## src/rtl/hash_out_serializer_if.sv

```systemverilog
// Core-to-host digest handoff: result load, accept/busy handshake and byte stream.
interface hash_out_serializer_if;
    logic         en_i;
    logic         res_v_i;
    logic [511:0] res_i;
    logic [5:0]   nn_i;
    logic         ready_o;
    logic         hash_v_o;
    logic [7:0]   hash_o;
    logic         hash_last_o;
    logic         drop_o;

    // master: compression core / host side driving results in and sinking bytes
    modport master (
        output en_i, res_v_i, res_i, nn_i,
        input  ready_o, hash_v_o, hash_o, hash_last_o, drop_o
    );

    modport slave (
        input  en_i, res_v_i, res_i, nn_i,
        output ready_o, hash_v_o, hash_o, hash_last_o, drop_o
    );
endinterface

```

## src/rtl/hash_out_serializer.sv

```systemverilog
// Streams a finished BLAKE2b state out one byte per cycle, little-endian, nn bytes long.
module hash_out_serializer (
    input  logic                 clk,
    input  logic                 rst,
    hash_out_serializer_if.slave bus
);
    typedef enum logic {IDLE, SEND} state_t;

    state_t       state_q, state_d;
    logic [511:0] sh_q;
    logic [5:0]   nn_q;
    logic [5:0]   cnt_q;
    logic         accept, emit, last, collide;

    always_ff @(posedge clk or posedge rst) begin
        if (rst) state_q <= IDLE;
        else     state_q <= state_d;
    end

    // nn_q - 1 wraps to 63 when nn_q is 0, which yields the 64-byte digest
    always_comb begin
        state_d = state_q;
        accept  = 1'b0;
        emit    = 1'b0;
        last    = 1'b0;
        collide = 1'b0;
        case (state_q)
            IDLE: begin
                if (bus.res_v_i) begin
                    accept  = 1'b1;
                    state_d = SEND;
                end
            end
            SEND: begin
                collide = bus.res_v_i;
                if (bus.en_i) begin
                    emit = 1'b1;
                    if (cnt_q == nn_q - 6'd1) begin
                        last    = 1'b1;
                        state_d = IDLE;
                    end
                end
            end
            default: state_d = IDLE;
        endcase
    end

    assign bus.ready_o = (state_q == IDLE);

    always_ff @(posedge clk or posedge rst) begin
        if (rst) begin
            sh_q  <= '0;
            nn_q  <= '0;
            cnt_q <= '0;
        end else if (accept) begin
            sh_q  <= bus.res_i;
            nn_q  <= bus.nn_i;
            cnt_q <= '0;
        end else if (emit) begin
            // wipe on the final byte so no digest residue stays in the register
            sh_q  <= last ? '0 : {8'h00, sh_q[511:8]};
            cnt_q <= cnt_q + 6'd1;
        end
    end

    always_ff @(posedge clk or posedge rst) begin
        if (rst) begin
            bus.hash_v_o    <= 1'b0;
            bus.hash_o      <= 8'h00;
            bus.hash_last_o <= 1'b0;
            bus.drop_o      <= 1'b0;
        end else begin
            bus.hash_v_o    <= emit;
            bus.hash_last_o <= last;
            if (emit)    bus.hash_o <= sh_q[7:0];
            if (collide) bus.drop_o <= 1'b1;
        end
    end
endmodule

```

## src/flat_wrapper.sv

```systemverilog
// flat-port wrapper written by rule: the top's interface ports become plain ports
module hash_out_serializer_flat 
  (clk, rst, bus_en_i, bus_res_v_i, bus_res_i, bus_nn_i, bus_ready_o, bus_hash_v_o, bus_hash_o, bus_hash_last_o, bus_drop_o);
  hash_out_serializer_if bus_i ();
  input  logic clk;
  input  logic rst;
  input wire logic [$bits(bus_i.en_i)-1:0] bus_en_i;
  input wire logic [$bits(bus_i.res_v_i)-1:0] bus_res_v_i;
  input wire logic [$bits(bus_i.res_i)-1:0] bus_res_i;
  input wire logic [$bits(bus_i.nn_i)-1:0] bus_nn_i;
  output wire logic [$bits(bus_i.ready_o)-1:0] bus_ready_o;
  output wire logic [$bits(bus_i.hash_v_o)-1:0] bus_hash_v_o;
  output wire logic [$bits(bus_i.hash_o)-1:0] bus_hash_o;
  output wire logic [$bits(bus_i.hash_last_o)-1:0] bus_hash_last_o;
  output wire logic [$bits(bus_i.drop_o)-1:0] bus_drop_o;
  assign bus_i.en_i = bus_en_i;
  assign bus_i.res_v_i = bus_res_v_i;
  assign bus_i.res_i = bus_res_i;
  assign bus_i.nn_i = bus_nn_i;
  assign bus_ready_o = bus_i.ready_o;
  assign bus_hash_v_o = bus_i.hash_v_o;
  assign bus_hash_o = bus_i.hash_o;
  assign bus_hash_last_o = bus_i.hash_last_o;
  assign bus_drop_o = bus_i.drop_o;
  hash_out_serializer u_core (.clk(clk), .rst(rst), .bus(bus_i));
endmodule
```

## config.mk

```make
export PLATFORM = sky130hd
export DESIGN_NAME = hash_out_serializer_flat
export DESIGN_NICKNAME = d
export VERILOG_FILES = /design/src/rtl/hash_out_serializer_if.sv /design/src/rtl/hash_out_serializer.sv /design/src/flat_wrapper.sv
export SDC_FILE = /design/constraint.sdc
export NUM_CORES = 1
export LEC_CHECK = 0
export ABC_AREA = 1
export BUFFER_PORTS_ARGS = -buffer_cell sky130_fd_sc_hd__buf_2
export CAP_MARGIN = 30
export CORE_ASPECT_RATIO = 0.7
export CORE_MARGIN = 2
export CORE_UTILIZATION = 45
export CTS_CLUSTER_SIZE = 8
export DETAILED_ROUTE_END_ITERATION = 7
export PLACE_DENSITY = 0.67
export SETUP_SLACK_MARGIN = 0.4
export SLEW_MARGIN = 20
export SYNTH_ARGS = -nofsm -noshare
export SYNTH_HDL_FRONTEND = slang
export SYNTH_SLANG_ARGS = --single-unit
```

## constraint.sdc

```tcl
create_clock -name clk -period 52 [get_ports clk]
set_input_delay 10.4 -clock clk [delete_from_list [all_inputs] [get_ports clk]]
set_output_delay 10.4 -clock clk [all_outputs]
set_load 0.02 [all_outputs]
```

==> results of run 1 <==
-- worst paths after layout --
check | startpoint | to | slack (ns) | cells after the start
worst max-delay path | bus_en_i | u_core.sh_q[459] | 38.45 | 10
worst min register to register | u_core.bus.drop_o | u_core.bus.drop_o | 0.47 | 1
max in group asynchronous | rst | u_core.sh_q[63] | 39.89 | 6
worst min-delay path | u_core.bus.drop_o | u_core.bus.drop_o | 0.47 | 1
worst max register to register | u_core.state_q | u_core.sh_q[459] | 47.90 | 9
min in group asynchronous | rst | u_core.state_q | 9.92 | 2
-- power groups by stage --
stage                     sequential, mW  combinational [mW]  clock, mW
after global routing               0.584               0.439      0.480
after floorplan                    0.576               0.276          0
after global placement             0.574               0.363          0
after CTS                          0.572               0.376      0.460
after detailed placement           0.577               0.372          0
final                              0.572               0.375      0.451
-- metrics by stage --
step           util [%]  std cells  power, mW  hold WS, ns  area [um2]
2_1_floorplan         -       4414      0.852        0.469       29100
3_3_place_gp       50.1       5569      0.938        0.447       31800
3_5_place_dp       50.3       5573      0.949        0.447       31900
4_1_cts            53.5       5660       1.41        0.464       34000
5_1_grt            53.8       5673       1.50        0.477       34100
6_report           53.8       5678       1.40        0.471       34100
-- state kept, by name, summed over array words and instances, names as in the netlist --
| register | cells |
|---|---|
| u_core.bus.drop_o | 1 |
| u_core.bus.hash_last_o | 1 |
| u_core.sh_q | 512 |
| u_core.bus.hash_o | 8 |
| u_core.cnt_q | 6 |
| u_core.bus.hash_v_o | 1 |
| u_core.state_q | 1 |
| u_core.nn_q | 6 |
-- cell usage after synthesis --
library cell / number
ha_1: 2
clkinv_1: 1
a32o_1: 1
dfrtp_1: 536
inv_1: 1024
a21oi_1: 4
nor3_1: 3
a22oi_1: 8
nor2_2: 2
nand2_4: 1
buf_6: 26
nand3_1: 5
buf_2: 42
buf_1: 7
inv_2: 1
nand2_1: 1557
or2_2: 2
xor2_1: 2
a22o_1: 1
buf_4: 27
a21o_1: 1
nor2_1: 514
o21ai_0: 520
clkbuf_1: 126
nor4_1: 1
-- kinds of logic after synthesis --
logic type | count (synthesis) | synth area share [%]
AO/OA/AOI/OAI | 535 | 9.32
flip-flops | 536 | 46.1
buffers and inverters | 1254 | 17.4
adder cells (fa/ha/maj) | 2 | 0.0860
AND/OR/NAND/NOR | 2085 | 27.0
XOR/XNOR | 2 | 0.0603
-- routing by layer --
| metal | track usage, % | share of wire, % |
|---|---|---|
| met5 | 0 | 0.24 |
| met4 | 8.29 | 2.8 |
| met3 | 5.09 | 5.9 |
| met2 | 38.5 | 45 |
| met1 | 33.7 | 46 |
-- final cells by class --
class / instances / area, um2
flip-flops and latches: 536 / 13400
multi-input cells: 2624 / 10600
well taps: 829 / 1040
inverters: 1026 / 3870
repair buffers: 564 / 3110
clock buffers: 82 / 2010
clock inverters: 5 / 51.3
fillers: 6341 / 29300
diodes: 12 / 30.0
==> results.toml, run 1 <==
[clocking]
clkTransAtPathRegs_ns = 0.05
clockRootBuffer = "clkbuf_16"
cts_setup_buffers = 0
cts_resized = 0
clock_latency_ns = 0.61
hold_buffers = 0
tritoncts = "done"
cts.sinks = 536
htreeDepth = 3
numCtsBuffers = 77
clockBufferDepth = 3

[sta]
setup_viol = 0
max_slew.worst_pin.slew_ns = 1.12
fin_skew_ns = 0.0182
relSlewSlack_pct = 25.5
fin_crit_ns = 13.55
drv_slew = 0
fin_crit_sh_pct = 26.1
hold_viol_final = 0
rsz0062_at_grt = "false"
fmax_mhz = 73.8
finalSetupTns_ns = 0
fin_ws_ns = 38.45

[outcome]
status = "completed"

[global_route]
antenna_found_initial = 25
grt_pass1_vias = 25300
grt_first_pass_wirelength_um = 132000
grt_max_degree = 224
grt_util_all_layers_pct = 24.5
grt-ovfl-total = 0

[power]
combPwrFrac_pct = 26.8
switchingPower_mw = 0.463
seq_power_share_pct = 40.9
internal_power_mw = 0.935
p_leak_nw = 17.7
p_sw_share_pct = 33.1
vdd_drop_max_mv = 0.0255
pwr-share-clk_pct = 32.3
pwr_density_cell_nw_per_um2 = 41.0

[setup_path]
critPathKind = "in -> reg"
cpMaxStageDelayCell = "buf_4"
cp_max_fo = 223
worstPathBufferInverterCount = 3
cp_cell_sequence = "buf_2 -> nand2_4 -> a21oi_1 -> nand3_1 -> nor2_2 -> nand2_8 -> buf_12 -> buf_4 -> nand2_1 -> nand2_1"
cp.arrival_ns = 14.09
crit_required_ns = 52.54
start_kind = "input port"
cpPeakStageDelay_ns = 0.82
path_common_cell = "nand2_1"
end_kind = "flop"
critPathTopFamily = "buffers and inverters"

[routing]
detail-route-antenna-nets = 0
drc = 0
wl_per_cell_um = 14.5
firstDrtPassIters = 6
vias = 26200
wirelength_um = 82300
routed_via_density = 4.61
drtIter0Drc = 2097

[yosys]
synthesis.nets = 4938
netlist_area_um2 = 29100
yosysTopAreaCell = "dfrtp_1"
yosysSeqAreaShare_pct = 46.1
ys_ff_latch = 536
synth_cells = 4414
ys.warnings.count = 0
ys_types = 25
ys_top_cells_by_area = "dfrtp_1 46%, nand2_1 20%, inv_1 13%"
avgSynthCellArea_um2 = 6.59
synth.top_cell.area_share_pct = 46.1

[floorplan]
die_h_um = 217
die_x_um = 308
coreArea_um2 = 63500
dieArea_um2 = 66700
num_rows = 77
ios = 534
initial_core_util_pct = 45.8

[placement]
place_congestion = 0.831
dpl.hpwl_um = 53700
dpl_worst_slack_ns = 37.96
io_buffers = 533

[flow_run]
cap_violations = 0

[layout]
finalNetCount = 5353
syn2layout_area_growth_pct = 17.4
layout-drive-gt1-share_pct = 13.6
final_common_cell = "nand2_1"
layout_common_cells = "1555 x nand2_1, 1023 x inv_1, 536 x dfrtp_1, 533 x buf_2, 520 x o21ai_0"

[worst_hold_path]
hp-class = "reg -> reg"
No activity file was read; power rests on OpenSTA's default activity.
==> run 2: changes to the inputs <==
Settings changed: PLACE_DENSITY 0.67 to 0.69.
Clock period 52 ns to 12.08 ns, I/O delays scaled along.
==> results.toml, run 2 (same netlist as run 1, synthesis figures left out) <==
[setup_path]
startpoint = "bus_res_v_i"
crit_required_ns = 12.61
cp_max_fo = 221
path_common_cell = "nand2_1"
cpMaxStageDelayCell = "buf_4"
cp.arrival_ns = 5.58
end_kind = "flop"
worstPathBufferInverterCount = 5
r2r-start = "u_core.state_q"
critPathTopFamily = "buffers and inverters"
cp_cell_sequence = "buf_2 -> nand2_1 -> inv_8 -> buf_12 -> buf_4 -> nand2_1 -> o21ai_0 -> inv_1 -> nand2_1"
start_kind = "input port"
cpPeakStageDelay_ns = 0.79
critPathKind = "in -> reg"

[routing]
wl_per_cell_um = 14.4
drc = 0
wirelength_um = 81700
detail-route-antenna-nets = 0
drtIter0Drc = 2421
vias = 26400
firstDrtPassIters = 5
routed_via_density = 4.65

[sta]
rsz0062_at_grt = "false"
setup_viol = 0
fmax_mhz = 198
relSlewSlack_pct = 19.1
fin_crit_sh_pct = 41.7
fin_skew_ns = 0.0241
fin_crit_ns = 5.04
timing.hold.ws_ns = 0.460
hold_viol_final = 0
max_slew.worst_pin.slew_ns = 1.21
drv_slew = 0
fin_ws_ns = 7.04
finalSetupTns_ns = 0

[global_route]
grt_max_degree = 222
grt_first_pass_wirelength_um = 131000
grt-ovfl-total = 0
antenna_found_initial = 18
grt_util_all_layers_pct = 24.4
grt_pass1_vias = 25400

[floorplan]
initial_core_util_pct = 45.8
coreArea_um2 = 63500
die_x_um = 308
dieArea_um2 = 66700
die_h_um = 217
ios = 534
num_rows = 77

[power]
seq_power_share_pct = 41.2
vdd_drop_max_mv = 0.0913
combPwrFrac_pct = 26.7
pwr-share-clk_pct = 32.1
internal_power_mw = 4.00
p_sw_share_pct = 33.1
p_leak_nw = 17.6
pwr_density_cell_nw_per_um2 = 176
switchingPower_mw = 1.98

[clocking]
cts_setup_buffers = 0
htreeDepth = 3
clockBufferDepth = 3
clockRootBuffer = "clkbuf_16"
cts_resized = 0
cts.sinks = 536
tritoncts = "done"
clock_latency_ns = 0.60
clkTransAtPathRegs_ns = 0.05
numCtsBuffers = 76
hold_buffers = 0

[layout]
largest_register_ffs = 512
final_common_cell = "nand2_1"
syn2layout_area_growth_pct = 16.9
layout_common_cells = "1555 x nand2_1, 1023 x inv_1, 536 x dfrtp_1, 533 x buf_2, 520 x o21ai_0"
layout-drive-gt1-share_pct = 13.5
finalNetCount = 5346
fillers = 6359
top_regs = "u_core.sh_q: 512 flops, u_core.bus.hash_o: 8 flops"
regMostFlops = "u_core.sh_q"

[placement]
dpl_worst_slack_ns = 6.29
dpl.hpwl_um = 53000
place_congestion = 0.831
io_buffers = 533

[worst_hold_path]
hp-class = "reg -> reg"
hp-start = "u_core.bus.drop_o"

[outcome]
status = "completed"

[flow_run]
cap_violations = 0
-- run 2: cell types whose count changed in the layout (fill, tap and decap cells not counted), sizes merged --
cell / delta
inv: -2
diode: -4
buf: -6
clkbuf: -3
clkinvlp: +1
-- run 2: worst paths after layout --
path,to,slack [ns],depth (start not counted)
max,u_core.sh_q[165],7.04,9
min,u_core.bus.drop_o,0.46,1
max reg2reg,u_core.sh_q[165],8.46,9
min reg2reg,u_core.bus.drop_o,0.46,1
max in group asynchronous,u_core.sh_q[401],7.84,6
min in group asynchronous,u_core.sh_q[3],2.13,3
-- run 2: through the flow --
stage	area (um2)	cells	total power, mW	utilization (%)
floorplan	29100	4414	3.67	-
global placement	31800	5568	4.03	50.1
detailed placement	31900	5570	4.08	50.2
CTS	33900	5653	6.03	53.4
global route	34000	5658	6.44	53.5
finish	34000	5664	5.98	53.5
-- run 2: power groups by stage --
stage,sequential [mW],clock (mW),combinational [mW]
floorplan,2.48,0,1.19
global placement,2.47,0,1.56
detailed placement,2.49,0,1.60
CTS,2.46,1.96,1.61
global route,2.51,2.04,1.89
finish,2.46,1.92,1.60
-- run 2: cell type report --
type | count | area (um2) | area share [%]
Timing Repair Buffer | 558 | 3000 | 8.83
Multi-Input combinational cell | 2624 | 10600 | 31.3
Sequential cell | 536 | 13400 | 39.5
Clock buffer | 79 | 1980 | 5.82
Tap cell | 829 | 1040 | 3.05
Inverter | 1026 | 3860 | 11.4
Clock inverter | 4 | 50.0 | 0.147
Antenna cell | 8 | 20.0 | 0.0589
-- run 2: per-layer routing --
metal  wire, um  track usage (%)
met5        161                0
met2      36900             38.0
met3       4610             4.35
met4       2150             7.40
met1      37900             34.7
